### src/rtl/ps2_pkg.sv
// ps2_pkg: shared PS/2 host transmitter types, error codes and keyboard command constants.
package ps2_pkg;

  typedef enum logic [3:0] {
    S_IDLE      = 4'd0,
    S_INHIBIT   = 4'd1,
    S_RTS       = 4'd2,
    S_DATA      = 4'd3,
    S_STOP      = 4'd4,
    S_ACK       = 4'd5,
    S_WAIT_IDLE = 4'd6,
    S_DONE      = 4'd7,
    S_ERR       = 4'd8
  } tx_state_e;

  localparam logic [1:0] ERR_NONE    = 2'b00;
  localparam logic [1:0] ERR_NACK    = 2'b01;
  localparam logic [1:0] ERR_TIMEOUT = 2'b10;

  localparam logic [7:0] CMD_SET_LEDS = 8'hED;
  localparam logic [7:0] CMD_RESET    = 8'hFF;
  localparam logic [7:0] CMD_ENABLE   = 8'hF4;
  localparam logic [7:0] CMD_ACK_RESP = 8'hFA;

  // PS/2 frames carry odd parity: the parity bit makes the 9-bit total odd.
  function automatic logic odd_parity(input logic [7:0] data);
    return ~^data;
  endfunction

endpackage

### src/rtl/ps2_line_sync.sv
// ps2_line_sync: 2-FF synchronisers for PS2_CLK/PS2_DAT, a stable-level glitch filter on the
// clock and a one-cycle pulse on each filtered falling edge. Also used by ps2_keyboard.
module ps2_line_sync #(
  parameter int unsigned FILTER_LEN = 8
) (
  input  logic CLOCK_50,
  input  logic rst,
  input  logic ps2_clk_i,
  input  logic ps2_dat_i,
  output logic clk_sync_o,
  output logic dat_sync_o,
  output logic fall_o
);

  localparam int unsigned CW = (FILTER_LEN > 1) ? $clog2(FILTER_LEN) : 1;
  localparam logic [CW-1:0] CNT_LAST = CW'(FILTER_LEN - 1);

  logic [1:0]    clk_meta_q;
  logic [1:0]    dat_meta_q;
  logic          clk_filt_q;
  logic          fall_q;
  logic [CW-1:0] flt_cnt_q;

  // Synchronisers reset to the idle (released, high) bus level.
  always_ff @(posedge CLOCK_50 or posedge rst) begin
    if (rst) begin
      clk_meta_q <= 2'b11;
      dat_meta_q <= 2'b11;
    end else begin
      clk_meta_q <= {clk_meta_q[0], ps2_clk_i};
      dat_meta_q <= {dat_meta_q[0], ps2_dat_i};
    end
  end

  // The filtered clock only follows after FILTER_LEN consecutive cycles at the new level.
  always_ff @(posedge CLOCK_50 or posedge rst) begin
    if (rst) begin
      flt_cnt_q  <= '0;
      clk_filt_q <= 1'b1;
      fall_q     <= 1'b0;
    end else begin
      fall_q <= 1'b0;
      if (clk_meta_q[1] == clk_filt_q) begin
        flt_cnt_q <= '0;
      end else if (flt_cnt_q == CNT_LAST) begin
        flt_cnt_q  <= '0;
        clk_filt_q <= clk_meta_q[1];
        fall_q     <= clk_filt_q;
      end else begin
        flt_cnt_q <= flt_cnt_q + CW'(1);
      end
    end
  end

  assign clk_sync_o = clk_meta_q[1];
  assign dat_sync_o = dat_meta_q[1];
  assign fall_o     = fall_q;

endmodule

### src/rtl/ps2_host_tx.sv
// ps2_host_tx: host-to-device PS/2 command transmitter driving open-drain CLK/DAT enables.
// Define PS2_TX_TIMEOUT_EN to add the per-phase watchdog (err_code 10 on expiry).
module ps2_host_tx
  import ps2_pkg::*;
#(
  parameter int unsigned CLK_HZ         = 50_000_000,
  parameter int unsigned INHIBIT_CYCLES = 5000,
  parameter int unsigned TIMEOUT_CYCLES = 750_000,
  parameter int unsigned FILTER_LEN     = 8
) (
  input  logic       CLOCK_50,
  input  logic       rst,
  input  logic [7:0] tx_data,
  input  logic       tx_valid,
  output logic       tx_ready,
  output logic       tx_busy,
  output logic       tx_done,
  output logic       tx_err,
  output logic [1:0] err_code,
  input  logic       ps2_clk_in,
  input  logic       ps2_dat_in,
  output logic       ps2_clk_oe,
  output logic       ps2_dat_oe
);

  localparam int unsigned IW = $clog2(INHIBIT_CYCLES + 1);
  localparam logic [IW-1:0] INH_LAST      = IW'(INHIBIT_CYCLES - 1);
  localparam logic [IW-1:0] INH_START_BIT = IW'(INHIBIT_CYCLES - 2);

  if (INHIBIT_CYCLES < 2 || TIMEOUT_CYCLES < 2 || FILTER_LEN < 1 || CLK_HZ == 0) begin : g_bad_params
    $error("ps2_host_tx: parameter out of range");
  end

  tx_state_e     state_q;
  logic [8:0]    shift_q;
  logic [3:0]    bit_cnt_q;
  logic [IW-1:0] inh_cnt_q;
  logic          tx_ready_q;
  logic          tx_busy_q;
  logic          tx_done_q;
  logic          tx_err_q;
  logic [1:0]    err_code_q;
  logic          clk_oe_q;
  logic          dat_oe_q;

  logic clk_sync_s;
  logic dat_sync_s;
  logic fall_s;

  ps2_line_sync #(
    .FILTER_LEN(FILTER_LEN)
  ) u_line_sync (
    .CLOCK_50  (CLOCK_50),
    .rst       (rst),
    .ps2_clk_i (ps2_clk_in),
    .ps2_dat_i (ps2_dat_in),
    .clk_sync_o(clk_sync_s),
    .dat_sync_o(dat_sync_s),
    .fall_o    (fall_s)
  );

`ifdef PS2_TX_TIMEOUT_EN
  localparam int unsigned WW = $clog2(TIMEOUT_CYCLES + 1);
  localparam logic [WW-1:0] WD_LAST = WW'(TIMEOUT_CYCLES - 1);

  logic [WW-1:0] wd_q;
  logic          watch_s;
  logic          timeout_s;

  always_comb begin
    watch_s = 1'b0;
    case (state_q)
      S_RTS, S_DATA, S_STOP, S_ACK, S_WAIT_IDLE: watch_s = 1'b1;
      default:                                   watch_s = 1'b0;
    endcase
  end

  assign timeout_s = watch_s & ~fall_s & (wd_q == WD_LAST);

  // Held at zero outside the device-clocked phases, so it restarts on RTS entry and every fall.
  always_ff @(posedge CLOCK_50 or posedge rst) begin
    if (rst) begin
      wd_q <= '0;
    end else if (!watch_s || fall_s) begin
      wd_q <= '0;
    end else begin
      wd_q <= wd_q + WW'(1);
    end
  end
`endif

  // Transmit sequencer; every bus-facing output is a register updated here.
  always_ff @(posedge CLOCK_50 or posedge rst) begin
    if (rst) begin
      state_q    <= S_IDLE;
      shift_q    <= '0;
      bit_cnt_q  <= 4'd0;
      inh_cnt_q  <= '0;
      tx_ready_q <= 1'b1;
      tx_busy_q  <= 1'b0;
      tx_done_q  <= 1'b0;
      tx_err_q   <= 1'b0;
      err_code_q <= ERR_NONE;
      clk_oe_q   <= 1'b0;
      dat_oe_q   <= 1'b0;
    end else begin
      tx_done_q <= 1'b0;
      tx_err_q  <= 1'b0;
`ifdef PS2_TX_TIMEOUT_EN
      if (timeout_s) begin
        clk_oe_q   <= 1'b0;
        dat_oe_q   <= 1'b0;
        err_code_q <= ERR_TIMEOUT;
        tx_err_q   <= 1'b1;
        state_q    <= S_ERR;
      end else
`endif
      begin
        case (state_q)
          S_IDLE: begin
            if (tx_valid) begin
              shift_q    <= {odd_parity(tx_data), tx_data};
              err_code_q <= ERR_NONE;
              inh_cnt_q  <= '0;
              bit_cnt_q  <= 4'd0;
              clk_oe_q   <= 1'b1;
              tx_ready_q <= 1'b0;
              tx_busy_q  <= 1'b1;
              state_q    <= S_INHIBIT;
            end
          end
          S_INHIBIT: begin
            inh_cnt_q <= inh_cnt_q + IW'(1);
            if (inh_cnt_q == INH_LAST) begin
              clk_oe_q <= 1'b0;
              state_q  <= S_RTS;
            end else if (inh_cnt_q == INH_START_BIT) begin
              dat_oe_q <= 1'b1;
            end
          end
          S_RTS: begin
            if (fall_s) begin
              dat_oe_q  <= ~shift_q[0];
              shift_q   <= {1'b0, shift_q[8:1]};
              bit_cnt_q <= 4'd1;
              state_q   <= S_DATA;
            end
          end
          S_DATA: begin
            // Falls #2..#9 carry data bits 1..7 and then the parity bit.
            if (fall_s) begin
              dat_oe_q  <= ~shift_q[0];
              shift_q   <= {1'b0, shift_q[8:1]};
              bit_cnt_q <= bit_cnt_q + 4'd1;
              if (bit_cnt_q == 4'd8) begin
                state_q <= S_STOP;
              end
            end
          end
          S_STOP: begin
            if (fall_s) begin
              dat_oe_q  <= 1'b0;
              bit_cnt_q <= bit_cnt_q + 4'd1;
              state_q   <= S_ACK;
            end
          end
          S_ACK: begin
            if (fall_s) begin
              bit_cnt_q <= bit_cnt_q + 4'd1;
              if (!dat_sync_s) begin
                state_q <= S_WAIT_IDLE;
              end else begin
                clk_oe_q   <= 1'b0;
                dat_oe_q   <= 1'b0;
                err_code_q <= ERR_NACK;
                tx_err_q   <= 1'b1;
                state_q    <= S_ERR;
              end
            end
          end
          S_WAIT_IDLE: begin
            if (clk_sync_s && dat_sync_s) begin
              tx_done_q <= 1'b1;
              state_q   <= S_DONE;
            end
          end
          S_DONE, S_ERR: begin
            tx_ready_q <= 1'b1;
            tx_busy_q  <= 1'b0;
            state_q    <= S_IDLE;
          end
          default: begin
            clk_oe_q   <= 1'b0;
            dat_oe_q   <= 1'b0;
            tx_ready_q <= 1'b1;
            tx_busy_q  <= 1'b0;
            state_q    <= S_IDLE;
          end
        endcase
      end
    end
  end

  assign tx_ready   = tx_ready_q;
  assign tx_busy    = tx_busy_q;
  assign tx_done    = tx_done_q;
  assign tx_err     = tx_err_q;
  assign err_code   = err_code_q;
  assign ps2_clk_oe = clk_oe_q;
  assign ps2_dat_oe = dat_oe_q;

endmodule

### config.mk
export PLATFORM = sky130hd
export DESIGN_NAME = ps2_host_tx
export DESIGN_NICKNAME = d
export VERILOG_FILES = /design/src/rtl/ps2_pkg.sv /design/src/rtl/ps2_line_sync.sv /design/src/rtl/ps2_host_tx.sv
export SDC_FILE = /design/constraint.sdc
export NUM_CORES = 1
export LEC_CHECK = 0
export CAP_MARGIN = 20
export CORE_MARGIN = 2
export CORE_UTILIZATION = 56
export CTS_BUF_LIST = sky130_fd_sc_hd__clkbuf_4 sky130_fd_sc_hd__clkbuf_8 sky130_fd_sc_hd__clkbuf_16
export DETAILED_ROUTE_END_ITERATION = 12
export GPL_TIMING_DRIVEN = 0
export PLACE_DENSITY_LB_ADDON = 0.2
export SETUP_SLACK_MARGIN = 0.3
export SLEW_MARGIN = 20
export SYNTH_ARGS = -nofsm -noshare
export SYNTH_HDL_FRONTEND = slang
export SYNTH_SLANG_ARGS = --single-unit
### constraint.sdc
create_clock -name CLOCK_50 -period 4.5 [get_ports CLOCK_50]
set_input_delay 0.9 -clock CLOCK_50 [delete_from_list [all_inputs] [get_ports CLOCK_50]]
set_output_delay 0.9 -clock CLOCK_50 [all_outputs]
set_load 0.01 [all_outputs]
==> run summary <==
status -> finished, final reports clean
Clk Latency, worst-skew pair -> 0.31 ns
first-pass GRT wire length -> 8535 um
HPWL Detailed -> 3375 um
leakage power -> 0.001257 uW
Crit path depth -> 5
required time worst endpoint -> 4.70 ns
Worst setup SP type -> input pin
post-synth cell types -> 53
Port-buffer cells -> 19
DR pass1 iterations -> 4
Initial Util -> 59.46%
top-count cell post-synth -> dfrtp_1
Critical Path Slowest Stage Cell -> o311ai_1
GRT Total Usage -> 21.90%
Reg area -> 0.001159 sq mm
non-filler cells, final -> 317
combinational share of power -> 42.2%
synth-to-layout area growth -> 15.91%
vias post-DR -> 1851
DR WL/cell -> 15.14 um
area leader, netlist -> dfrtp_1
Clock Skews -> 0.01005 ns
Crit path max-delay family -> compound AO/OA/AOI/OAI gates
Post-CTS Hold Buffers -> 0
Core ar. -> 0.004086 sq mm
Nets -> 285
post-route minimum period -> 2.396 ns
worst r2r src -> state_q[1]
Post-Route WL -> 4799 um
Tot Pwr -> 1693 uW
sequential share of the synthesized area -> 47.68%
initial antenna violation count -> 0
CP Launch Point -> tx_valid
DP Cell Count -> 309
compound-cell area share of the yosys netlist -> 17.25%
IO Count -> 21
CTS sink cnt -> 46
PD cells -> 601.1 mW/mm^2
Design Area, Final -> 0.002816 sq mm
FILL cells -> 315
crit-path cells -> clkdlybuf4s50_1, nor3_1, o311ai_1, o211a_1, mux2_4
remaining global-route overflow -> 0
Int Pwr -> 1059 uW
Yosys top cell area share -> 41.19%
Finish-stage setup viols -> 0
number of max-cap violations -> 0
Max stage delay on crit path -> 0.52 ns
Post-Route Setup TNS -> 0 ns
Post-synth top flop -> dfrtp_1
final slew viol count -> 0
Data arrival, critical path -> 2.60 ns
internal reg-to-reg setup slack -> 2.46 ns
Synth Register Bits -> 46
crit path max fanout -> 5
Register-to-Register Path Depth -> 5
Final Cycle Share -> 53.25%
Remaining DRCs -> 0
Synth Area in Simple Gates -> 17.77%
Num CTS Buffers -> 5
maximum buffer depth of the clock tree -> 2
postcts setup bufs -> 0
Psw -> 634.1 uW
Critical Path Sink Type -> flip-flop
XOR/XNOR Fraction of Synth Area -> 3.605%
DP Area -> 0.002703 sq mm
switching part of the total -> 37.45%
Clk pwr share -> 18.4%
H-tree levels -> 2
Worst Tran Pin Value -> 0.7296 ns
Warnings, synthesis -> 0
reg2reg end -> inh_cnt_q[11]
Synth Cell Area -> 0.002430 sq mm
area of the multi-input gates -> 0.001175 sq mm
pre-CTS WS -> 1.804 ns
Die ar. -> 0.004882 sq mm
EDFF count, synth -> 0
number of gates resized after CTS -> 0
multiplexer fraction of the synthesized cell area -> 6.488%
Bufs and invs on worst path -> 1
fmax -> 0.4173 GHz
RSZ-0062 raised after global routing -> false
syn_area_per_cell -> 10.17 sq um
final worst setup slack -> 2.104 ns
ANT cells -> 0
peak supply drop -> 0.0003395 V
GPL Wtd Cong -> 0.9096
largest family of logic cells by synthesized area -> simple AND/OR/NAND/NOR gates
largest net degree at the start of global routing -> 31
Horiz. Die Dim -> 69.87 um
Hold Crit Depth -> 0
Tightest Hold Check Type -> flip-flop to flip-flop
Async SR Flop Fraction -> 100.0%
remaining antenna violation count -> 0
CP endpoint -> state_q[0]
CP Class -> input pin to flip-flop
Mapped Nets -> 258
share of layout cells above drive strength 1 -> 10.86%
vias in the first global route -> 1810
Post-synth top cells -> dfrtp_1 (40), nand2_1 (17), o21ai_0 (16)
CTS root buffer -> clkbuf_8
Worst-path clk slew -> 0.09 ns
Final Hold Fails -> 0
Post-Synth Adder-Cell Area -> 3.090%
row cnt -> 23
Syn Inst Count -> 239
Vias per Instance -> 5.839
Seq pwr share -> 39.3%
Max-Slew Margin vs Limit -> 50.68%
Die Y-Extent -> 69.87 um
CTS tree -> done
DRT iter0 DRCs -> 189
top cells by area, synth -> dfrtp_1 (41%), dfstp_2 (6.5%), mux2i_1 (4.9%)
==> logic make-up (layout without fill, tap and decap cells) <==
family / count (synthesis) / after routing
AO/OA/AOI/OAI: 64 / 64
XOR/XNOR: 10 / 10
adder cells (fa/ha/maj): 6 / 6
buffers and inverters: 21 / 49
flip-flops: 46 / 46
multiplexers: 15 / 15
other: 1 / 1
AND/OR/NAND/NOR: 76 / 76
==> registers in the layout, indices dropped and copies added, names as in the netlist, 2 cells and up <==
signal / count
inh_cnt_q: 13
shift_q: 9
u_line_sync.flt_cnt_q: 3
u_line_sync.clk_meta_q: 2
bit_cnt_q: 4
u_line_sync.dat_meta_q: 2
state_q: 4
==> worst min path at each step <==
stage                              start                        end  slack (ns)
3_5_place_dp   u_line_sync.clk_meta_q[0]  u_line_sync.clk_meta_q[1]        0.35
5_1_grt        u_line_sync.clk_meta_q[0]  u_line_sync.clk_meta_q[1]        0.36
4_1_cts        u_line_sync.clk_meta_q[0]  u_line_sync.clk_meta_q[1]        0.36
2_1_floorplan  u_line_sync.clk_meta_q[0]  u_line_sync.clk_meta_q[1]        0.35
6_report       u_line_sync.clk_meta_q[0]  u_line_sync.clk_meta_q[1]        0.36
3_3_place_gp   u_line_sync.clk_meta_q[0]  u_line_sync.clk_meta_q[1]        0.35
==> area by class of cell <==
class,instances,area share [%]
Clock inverter,3,1.599
Sequential cell,46,41.14
Buffer,11,2.088
Inverter,10,1.333
Clock buffer,5,2.443
Multi-Input combinational cell,172,41.71
Timing Repair Buffer,20,7.463
Tap cell,50,2.221
==> metrics by stage <==
step / hold slack (ns) / utilization (%)
2_1_floorplan: 0.3452 / -
6_report: 0.3596 / 68.92
3_5_place_dp: 0.3468 / 66.14
3_3_place_gp: 0.3460 / 65.65
5_1_grt: 0.3635 / 68.92
4_1_cts: 0.3596 / 68.92
==> layout by cell type (no fill, tap or decap), drive strengths merged, types with 4 or more instances in the layout <==
cell type	instances
xor2	4
a21oi	15
dfstp	6
nor3	6
buf	8
mux2i	12
xnor2	6
nand2	17
nand3	4
o21ai	16
dfrtp	40
clkdlybuf4s50	19
nor3b	4
clkbuf	9
nor2	14
ha	6
and3	4
o22ai	4
nor2b	4
inv	10
==> power by group through the flow <==
| stage | Combinational, uW | Clock [uW] | Sequential [uW] |
|---|---|---|---|
| 3_3_place_gp | 688 | 0 | 667 |
| 6_report | 715 | 312 | 666 |
| 2_1_floorplan | 523 | 0 | 658 |
| 5_1_grt | 805 | 333 | 686 |
| 3_5_place_dp | 707 | 0 | 671 |
| 4_1_cts | 716 | 319 | 665 |
==> metal layers <==
metal	vias up	GRT usage [%]	part of all wire (%)
met5	-	0	0
met4	0	8.547	1.0
met3	5	3.608	5.1
met2	51	32.59	46
met1	875	32.19	48
li1	920	-	-
Note: power is estimated with default switching activity, not from simulation.
